`config.mk`:
```
export PLATFORM = sky130hd
export DESIGN_NAME = ir_rx_ctrl
export DESIGN_NICKNAME = d
export VERILOG_FILES = /design/src/rtl/ir_rx_pkg.sv /design/src/rtl/ir_frame_fifo.sv /design/src/rtl/ir_rx_ctrl.sv
export SDC_FILE = /design/constraint.sdc
export NUM_CORES = 1
export LEC_CHECK = 0
export ABC_AREA = 1
export ABC_CLOCK_PERIOD_IN_PS = 9600
export CAP_MARGIN = 10
export CORE_UTILIZATION = 38
export DETAILED_ROUTE_END_ITERATION = 10
export DONT_BUFFER_PORTS = 1
export GPL_ROUTABILITY_DRIVEN = 0
export GPL_TIMING_DRIVEN = 0
export PLACE_DENSITY_LB_ADDON = 0.3
export REMOVE_ABC_BUFFERS = 1
export SYNTH_ARGS = -nofsm -noshare
export SYNTH_HDL_FRONTEND = slang
export SYNTH_SLANG_ARGS = --single-unit
```
`constraint.sdc`:
```
create_clock -name csi_CLK -period 9.6 [get_ports csi_CLK]
set_clock_uncertainty 0.1 [all_clocks]
set_input_delay 0.48 -clock csi_CLK [delete_from_list [all_inputs] [get_ports csi_CLK]]
set_output_delay 0.48 -clock csi_CLK [all_outputs]
set_load 0.005 [all_outputs]
```
`src/rtl/ir_rx_pkg.sv`:
```
// Shared constants, register layout and helpers for the IR receiver controller.
package ir_rx_pkg;

    localparam logic [2:0] ADDR_DATA    = 3'd0;
    localparam logic [2:0] ADDR_STATUS  = 3'd1;
    localparam logic [2:0] ADDR_CTRL    = 3'd2;
    localparam logic [2:0] ADDR_CLEAR   = 3'd3;
    localparam logic [2:0] ADDR_HOLDOFF = 3'd4;

    localparam int unsigned CTRL_RX_EN     = 0;
    localparam int unsigned CTRL_IRQ_EN    = 1;
    localparam int unsigned CTRL_FILTER_EN = 2;

    localparam int unsigned CLR_OVF   = 0;
    localparam int unsigned CLR_ERR   = 1;
    localparam int unsigned CLR_REP   = 2;
    localparam int unsigned CLR_FLUSH = 3;

    localparam int unsigned STAT_EMPTY = 8;
    localparam int unsigned STAT_FULL  = 9;
    localparam int unsigned STAT_OVF   = 10;
    localparam int unsigned STAT_IRQ   = 11;

    localparam logic [31:0] HOLDOFF_RST = 32'h002F_AF08;

    typedef struct packed {
        logic filter_en;
        logic irq_en;
        logic rx_en;
    } ctrl_t;

    function automatic logic frame_valid(input logic [31:0] frame);
        return frame[31:24] == ~frame[23:16];
    endfunction

    function automatic logic [7:0] sat_inc8(input logic [7:0] value);
        return (value == 8'hFF) ? value : value + 8'd1;
    endfunction

endpackage

```
`src/rtl/ir_frame_fifo.sv`:
```
// Power-of-two frame FIFO; push while full is accepted only alongside a pop,
// and flush wins over any push or pop in the same cycle.
module ir_frame_fifo
    import ir_rx_pkg::*;
#(
    parameter  int DEPTH = 4,
    parameter  int WIDTH = 32,
    localparam int AW    = $clog2(DEPTH),
    localparam int CW    = $clog2(DEPTH) + 1
) (
    input  logic             clk_i,
    input  logic             rst_i,
    input  logic             push_i,
    input  logic [WIDTH-1:0] push_data_i,
    input  logic             pop_i,
    input  logic             flush_i,
    output logic             full_o,
    output logic             empty_o,
    output logic [CW-1:0]    count_o,
    output logic [WIDTH-1:0] head_o
);
    localparam logic [CW-1:0] FULL_CNT = CW'(DEPTH);

    logic [WIDTH-1:0] mem_q [DEPTH];
    logic [AW-1:0]    wr_ptr_q, wr_ptr_d;
    logic [AW-1:0]    rd_ptr_q, rd_ptr_d;
    logic [CW-1:0]    count_q, count_d;
    logic             push_ok_s, pop_ok_s;

    // Accept decisions and pointer/occupancy next state.
    always_comb begin
        pop_ok_s  = pop_i & ~flush_i & (count_q != '0);
        push_ok_s = push_i & ~flush_i & ((count_q != FULL_CNT) | pop_ok_s);
        wr_ptr_d  = wr_ptr_q;
        rd_ptr_d  = rd_ptr_q;
        count_d   = count_q;
        if (flush_i) begin
            wr_ptr_d = '0;
            rd_ptr_d = '0;
            count_d  = '0;
        end else begin
            wr_ptr_d = push_ok_s ? wr_ptr_q + AW'(1) : wr_ptr_q;
            rd_ptr_d = pop_ok_s  ? rd_ptr_q + AW'(1) : rd_ptr_q;
            case ({push_ok_s, pop_ok_s})
                2'b10:   count_d = count_q + CW'(1);
                2'b01:   count_d = count_q - CW'(1);
                default: count_d = count_q;
            endcase
        end
    end

    // Pointer and occupancy registers.
    always_ff @(posedge clk_i or posedge rst_i) begin
        if (rst_i) begin
            wr_ptr_q <= '0;
            rd_ptr_q <= '0;
            count_q  <= '0;
        end else begin
            wr_ptr_q <= wr_ptr_d;
            rd_ptr_q <= rd_ptr_d;
            count_q  <= count_d;
        end
    end

    // Frame storage; contents are only meaningful below the occupancy count.
    always_ff @(posedge clk_i) begin
        if (push_ok_s) begin
            mem_q[wr_ptr_q] <= push_data_i;
        end
    end

    assign full_o  = (count_q == FULL_CNT);
    assign empty_o = (count_q == '0);
    assign count_o = count_q;
    assign head_o  = mem_q[rd_ptr_q];

endmodule

```
`src/rtl/ir_rx_ctrl.sv`:
```
// IR receiver controller: synchronises decoder strobes, validates and filters
// frames, queues them and exposes queue, counters and control over Avalon-MM.
module ir_rx_ctrl
    import ir_rx_pkg::*;
#(
    parameter int DEPTH  = 4,
    parameter int HOLD_W = 24
) (
    input  logic        csi_CLK,
    input  logic        csi_RST,
    input  logic        avs_chipselect,
    input  logic [2:0]  avs_address,
    input  logic        avs_read,
    output logic [31:0] avs_readdata,
    input  logic        avs_write,
    input  logic [31:0] avs_writedata,
    output logic        ins_irq,
    input  logic [31:0] dec_data,
    input  logic        dec_ready,
    output logic        dec_en
);
    localparam int CNT_W = $clog2(DEPTH) + 1;

    logic              sync1_q, sync1_d, sync2_q, sync2_d, prev_q, prev_d;
    logic [1:0]        settle_q, settle_d;
    ctrl_t             ctrl_q, ctrl_d;
    logic [HOLD_W-1:0] holdoff_q, holdoff_d;
    logic [HOLD_W-1:0] hold_q, hold_d;
    logic [31:0]       last_q, last_d;
    logic [7:0]        err_q, err_d, rep_q, rep_d;
    logic              ovf_q, ovf_d;
    logic [31:0]       readdata_q, readdata_d;
    logic              irq_q, irq_d, dec_en_q, dec_en_d;

    logic              event_s, invalid_s, repeat_s, push_req_s, store_s, ovf_set_s;
    logic              rd_s, wr_s, pop_s, flush_s, clr_ovf_s, clr_err_s, clr_rep_s;
    logic              fifo_full_s, fifo_empty_s;
    logic [CNT_W-1:0]  fifo_count_s;
    logic [31:0]       fifo_head_s, status_s, rd_mux_s;
    logic              unused_wdata_s;

    assign unused_wdata_s = ^avs_writedata;

    // Frame event classification and bus command decode for this cycle.
    // The settle counter blocks a level already high at reset release from
    // looking like a rising edge while the synchroniser fills.
    always_comb begin
        rd_s       = avs_chipselect & avs_read;
        wr_s       = avs_chipselect & avs_write;
        pop_s      = rd_s & (avs_address == ADDR_DATA) & ~fifo_empty_s;
        flush_s    = wr_s & (avs_address == ADDR_CLEAR) & avs_writedata[CLR_FLUSH];
        clr_ovf_s  = wr_s & (avs_address == ADDR_CLEAR) & avs_writedata[CLR_OVF];
        clr_err_s  = wr_s & (avs_address == ADDR_CLEAR) & avs_writedata[CLR_ERR];
        clr_rep_s  = wr_s & (avs_address == ADDR_CLEAR) & avs_writedata[CLR_REP];
        event_s    = sync2_q & ~prev_q & (settle_q == 2'd3) & ctrl_q.rx_en;
        invalid_s  = event_s & ~frame_valid(dec_data);
        repeat_s   = event_s & frame_valid(dec_data) & ctrl_q.filter_en
                     & (dec_data == last_q) & (hold_q != '0);
        push_req_s = event_s & frame_valid(dec_data) & ~repeat_s & ~flush_s;
        store_s    = push_req_s & (~fifo_full_s | pop_s);
        ovf_set_s  = push_req_s & fifo_full_s & ~pop_s;
    end

    ir_frame_fifo #(
        .DEPTH (DEPTH),
        .WIDTH (32)
    ) u_fifo (
        .clk_i       (csi_CLK),
        .rst_i       (csi_RST),
        .push_i      (push_req_s),
        .push_data_i (dec_data),
        .pop_i       (pop_s),
        .flush_i     (flush_s),
        .full_o      (fifo_full_s),
        .empty_o     (fifo_empty_s),
        .count_o     (fifo_count_s),
        .head_o      (fifo_head_s)
    );

    // STATUS word and read-data multiplexer.
    always_comb begin
        status_s                   = 32'h0;
        status_s[31:24]            = err_q;
        status_s[23:16]            = rep_q;
        status_s[STAT_IRQ]         = ~fifo_empty_s | ovf_q;
        status_s[STAT_OVF]         = ovf_q;
        status_s[STAT_FULL]        = fifo_full_s;
        status_s[STAT_EMPTY]       = fifo_empty_s;
        status_s[CNT_W-1:0]        = fifo_count_s;
        rd_mux_s                   = 32'h0;
        case (avs_address)
            ADDR_DATA:    rd_mux_s = fifo_empty_s ? 32'h0 : fifo_head_s;
            ADDR_STATUS:  rd_mux_s = status_s;
            ADDR_CTRL:    rd_mux_s = {29'h0, ctrl_q};
            ADDR_HOLDOFF: rd_mux_s[HOLD_W-1:0] = holdoff_q;
            default:      rd_mux_s = 32'h0;
        endcase
    end

    // Next state for every control/status register.
    always_comb begin
        sync1_d  = dec_ready;
        sync2_d  = sync1_q;
        prev_d   = sync2_q;
        settle_d = (settle_q == 2'd3) ? settle_q : settle_q + 2'd1;

        ctrl_d    = ctrl_q;
        holdoff_d = holdoff_q;
        if (wr_s && (avs_address == ADDR_CTRL)) begin
            ctrl_d.rx_en     = avs_writedata[CTRL_RX_EN];
            ctrl_d.irq_en    = avs_writedata[CTRL_IRQ_EN];
            ctrl_d.filter_en = avs_writedata[CTRL_FILTER_EN];
        end else if (wr_s && (avs_address == ADDR_HOLDOFF)) begin
            holdoff_d = avs_writedata[HOLD_W-1:0];
        end else begin
            ctrl_d    = ctrl_q;
            holdoff_d = holdoff_q;
        end

        if (store_s || repeat_s) begin
            hold_d = holdoff_q;
        end else if (hold_q != '0) begin
            hold_d = hold_q - HOLD_W'(1);
        end else begin
            hold_d = hold_q;
        end
        last_d = store_s ? dec_data : last_q;

        // A clear coinciding with a new increment leaves exactly that increment.
        if (clr_err_s) begin
            err_d = invalid_s ? 8'd1 : 8'd0;
        end else if (invalid_s) begin
            err_d = sat_inc8(err_q);
        end else begin
            err_d = err_q;
        end
        if (clr_rep_s) begin
            rep_d = repeat_s ? 8'd1 : 8'd0;
        end else if (repeat_s) begin
            rep_d = sat_inc8(rep_q);
        end else begin
            rep_d = rep_q;
        end
        ovf_d = (ovf_q & ~clr_ovf_s) | ovf_set_s;

        readdata_d = rd_s ? rd_mux_s : readdata_q;
        irq_d      = ctrl_q.irq_en & (~fifo_empty_s | ovf_q);
        dec_en_d   = ctrl_q.rx_en;
    end

    // State registers.
    always_ff @(posedge csi_CLK or posedge csi_RST) begin
        if (csi_RST) begin
            sync1_q    <= 1'b0;
            sync2_q    <= 1'b0;
            prev_q     <= 1'b0;
            settle_q   <= 2'd0;
            ctrl_q     <= '0;
            holdoff_q  <= HOLDOFF_RST[HOLD_W-1:0];
            hold_q     <= '0;
            last_q     <= 32'h0;
            err_q      <= 8'd0;
            rep_q      <= 8'd0;
            ovf_q      <= 1'b0;
            readdata_q <= 32'h0;
            irq_q      <= 1'b0;
            dec_en_q   <= 1'b0;
        end else begin
            sync1_q    <= sync1_d;
            sync2_q    <= sync2_d;
            prev_q     <= prev_d;
            settle_q   <= settle_d;
            ctrl_q     <= ctrl_d;
            holdoff_q  <= holdoff_d;
            hold_q     <= hold_d;
            last_q     <= last_d;
            err_q      <= err_d;
            rep_q      <= rep_d;
            ovf_q      <= ovf_d;
            readdata_q <= readdata_d;
            irq_q      <= irq_d;
            dec_en_q   <= dec_en_d;
        end
    end

    assign avs_readdata = readdata_q;
    assign ins_irq      = irq_q;
    assign dec_en       = dec_en_q;

endmodule

```
==> impl_results.md <==
* Final core occ at 0.458
* Dpl cell area at 13100 um2
* Top area cells in the synthesized netlist: edfxtp_1 31%, dfrtp_1 27%, nand2_1 7.8%
* I/O Pins at 107
* Resize count post-CTS at 0
* Layout Nets at 1446
* Worst slew pin tran at 1.16 ns
* Layout area overhead at 17.2%
* CP arrival at 3.90 ns
* Fin crit share at 0.368
* Unrepaired setup endpoints after global routing: no
* Crit path required time at 9.97 ns
* CTS H-tree depth at 1
* Setup tns final at 0 ns
* Clock sinks at 274
* Die H at 183 um
* Longest Clk Path Bufs at 3
* First-pass GRT wire length at 50700 um
* FF-to-FF setup slack at 6.07 ns
* WP buf/inv at 3
* Root buffer cell: clkbuf_16
* Leakage Power at 6.26 nW
* Layout cell share with drive strength beyond 1 at 0.0801
* Fin area at 14600 um2
* CTS tree: done
* Pwr dens at 221 nW/um2
* Via count at 9232
* IO Port Bufs at 0
* Vias in the first global route at 8833
* Skew-Pair Late Insertion Delay at 0.54 ns
* Average cell area after synthesis at 9.49 um2
* Delay-heaviest family, CP: simple AND/OR/NAND/NOR gates
* Initial Utilization at 0.390
* Largest area contributor in the netlist: edfxtp_1
* Yosys warning total at 0
* Synth top area share at 0.308
* Drt via density at 5.07
* DRT iter0 DRCs at 739
* Critical path's largest stage delay at 0.55 ns
* Kind of end point of the critical path: register
* Min Tclk post-route at 3.53 ns
* Drt first pass iters at 5
* Post-synthesis sequential area ratio at 0.602
* Initial antenna violation count at 0
* CP max stage cell: nand3_4
* Relative slew slack at 0.227
* Crit-path max FO at 63
* Routed WL at 32600 um
* Distinct cells, synth at 46
* Max-cap violations at 0
* Pin count of the biggest net entering global routing at 76
* Ant. Diodes at 0
* Fmax at 0.283 GHz
* Status: completed
* Antenna-violating nets left at 0
* Crit path kind: reg2reg
* Final setup viols at 0
* GR Overflow Total at 0
* Synthesized flop and latch total at 274
* # Post-CTS Setup Buffers at 0
* Hold crit path type: in2reg
* Die W at 183 um
* Wire length per cell at 17.9 um
* Final HPWL from detailed placement at 21600 um
* Top cells by count, synth: 258 x nand2_1, 183 x nor2_1, 141 x inv_1
* Number of flops mapped to enable cells by yosys at 128
* Primary FF master, synth: dfrtp_1
* Synthesized area at 12500 um2
* Drc violations at 0
* Fin. Hold Viols at 0
* Site row count at 65
* Critical Path, Cell by Cell: nor3_1 > inv_1 > nand2_2 > nor2_2 > inv_1 > nand2_1 > nand3_4 > nand2_4 > inv_4 > nand2_2 > o21ai_0 > nor2_1
* Mapped Cells at 1315
* Placeable Area at 32000 um2
* Slew Viols, Final at 0
* Most common cell in the netlist: nand2_1
* CTS buffer count at 29
* Maximum VDD drop at 0.000119 V
* Ys async rst share at 0.533
* Clock slew at reported path FFs at 0.06 ns
* GR Util All Layers at 0.196
* DIE AREA at 33600 um2
* Startpoint types: register
[timing repair]
item,4_1_cts,5_1_grt
endpoints found under the hold margin,310,0
setup endpoints to repair,0,0
hold buffers,51,0
[per-stage QoR]
stage / hold WS [ns] / cells / power [mW] / setup WS, ns
5_1_grt: 0.0153 / 1821 / 3.40 / 5.68
4_1_cts: 0.00173 / 1819 / 3.24 / 6.02
3_3_place_gp: 0.234 / 1705 / 2.03 / 3.24
2_1_floorplan: 0.231 / 1270 / 1.84 / 5.12
6_report: 0.00883 / 1821 / 3.23 / 6.07
3_5_place_dp: 0.239 / 1715 / 2.07 / 5.87
[power breakdown]
group / switching, mW / leakage (nW) / internal, mW
clock network: 0.459 / 0.483 / 0.682
logic: 0.420 / 2.92 / 0.232
registers: 0.105 / 2.85 / 1.34
total: 0.984 / 6.26 / 2.25
[worst register-to-register path, stage by stage, from the launching register on]
cell	delay, ns
dfrtp_1	0.41
nor3_1	0.06
inv_1	0.13
nand2_2	0.23
nor2_2	0.53
inv_1	0.15
nand2_1	0.21
nand3_4	0.55
nand2_4	0.47
inv_4	0.19
nand2_2	0.20
o21ai_0	0.11
nor2_1	0.11
[logic make-up (layout without fill, tap and decap cells)]
group,count (synthesis),count (layout),share of synthesized area
and+or+nand+nor,543,543,0.182
AOI/OAI and AO/OA,257,257,0.115
muxes,9,9,0.00812
adders and majority gates,9,9,0.00963
buffers and inverters,190,261,0.0603
xor gates and xnor gates,33,33,0.0232
DFF,274,274,0.602
[path summary, 6_finish.rpt]
kind                                                  end                          start  cells after the start
worst min-delay path                last_q[6]$_DFFE_PP0P_                    dec_data[6]                      2
worst max-delay path               hold_q[23]$_DFFE_PP0P_  u_fifo.count_o[2]$_DFFE_PP0P_                     12
worst max register to register     hold_q[23]$_DFFE_PP0P_  u_fifo.count_o[2]$_DFFE_PP0P_                     12
min in group asynchronous       holdoff_q[12]$_DFFE_PP0P_                        csi_RST                      3
max in group asynchronous       holdoff_q[21]$_DFFE_PP1P_                        csi_RST                      3
worst min register to register           prev_d$_DFF_PP0_              sync1_q$_DFF_PP0_                      0
[final cells by class]
class | count | area (um2)
Clock inverter | 19 | 204
Timing Repair Buffer | 63 | 795
Inverter | 145 | 552
Sequential cell | 274 | 7510
Clock buffer | 34 | 774
Multi-Input combinational cell | 851 | 4250
Fill cell | 3009 | 17300
Tap cell | 435 | 544
[layer usage]
layer,GRT usage,part of all wire
met5,0,0
met4,0.0497,0.021
met3,0.0385,0.061
met2,0.320,0.46
met1,0.269,0.46
[registers in the layout, summed over array words and instances, names as in the netlist, 3 cells and up]
name,cells
hold_q,24
u_fifo.mem_q,128
last_q,32
u_fifo.count_o,3
err_q,8
holdoff_q,24
rep_q,8
avs_readdata,32
[cells in the final DEF (no fill, tap or decap), drive strengths merged, types with 6 or more instances in the layout]
cell type / instances
dfstp: 12
nand4: 10
clkbuf: 34
nor3: 19
o22ai: 32
dfrtp: 134
inv: 143
buf: 12
a221oi: 14
clkinv: 15
mux2: 9
nor2: 191
xnor2: 16
nand3: 52
o21ai: 117
dlygate4sd3: 51
a22oi: 6
nand2: 263
ha: 8
a21oi: 76
xor2: 17
edfxtp: 128
(Power assumes the default switching activity.)
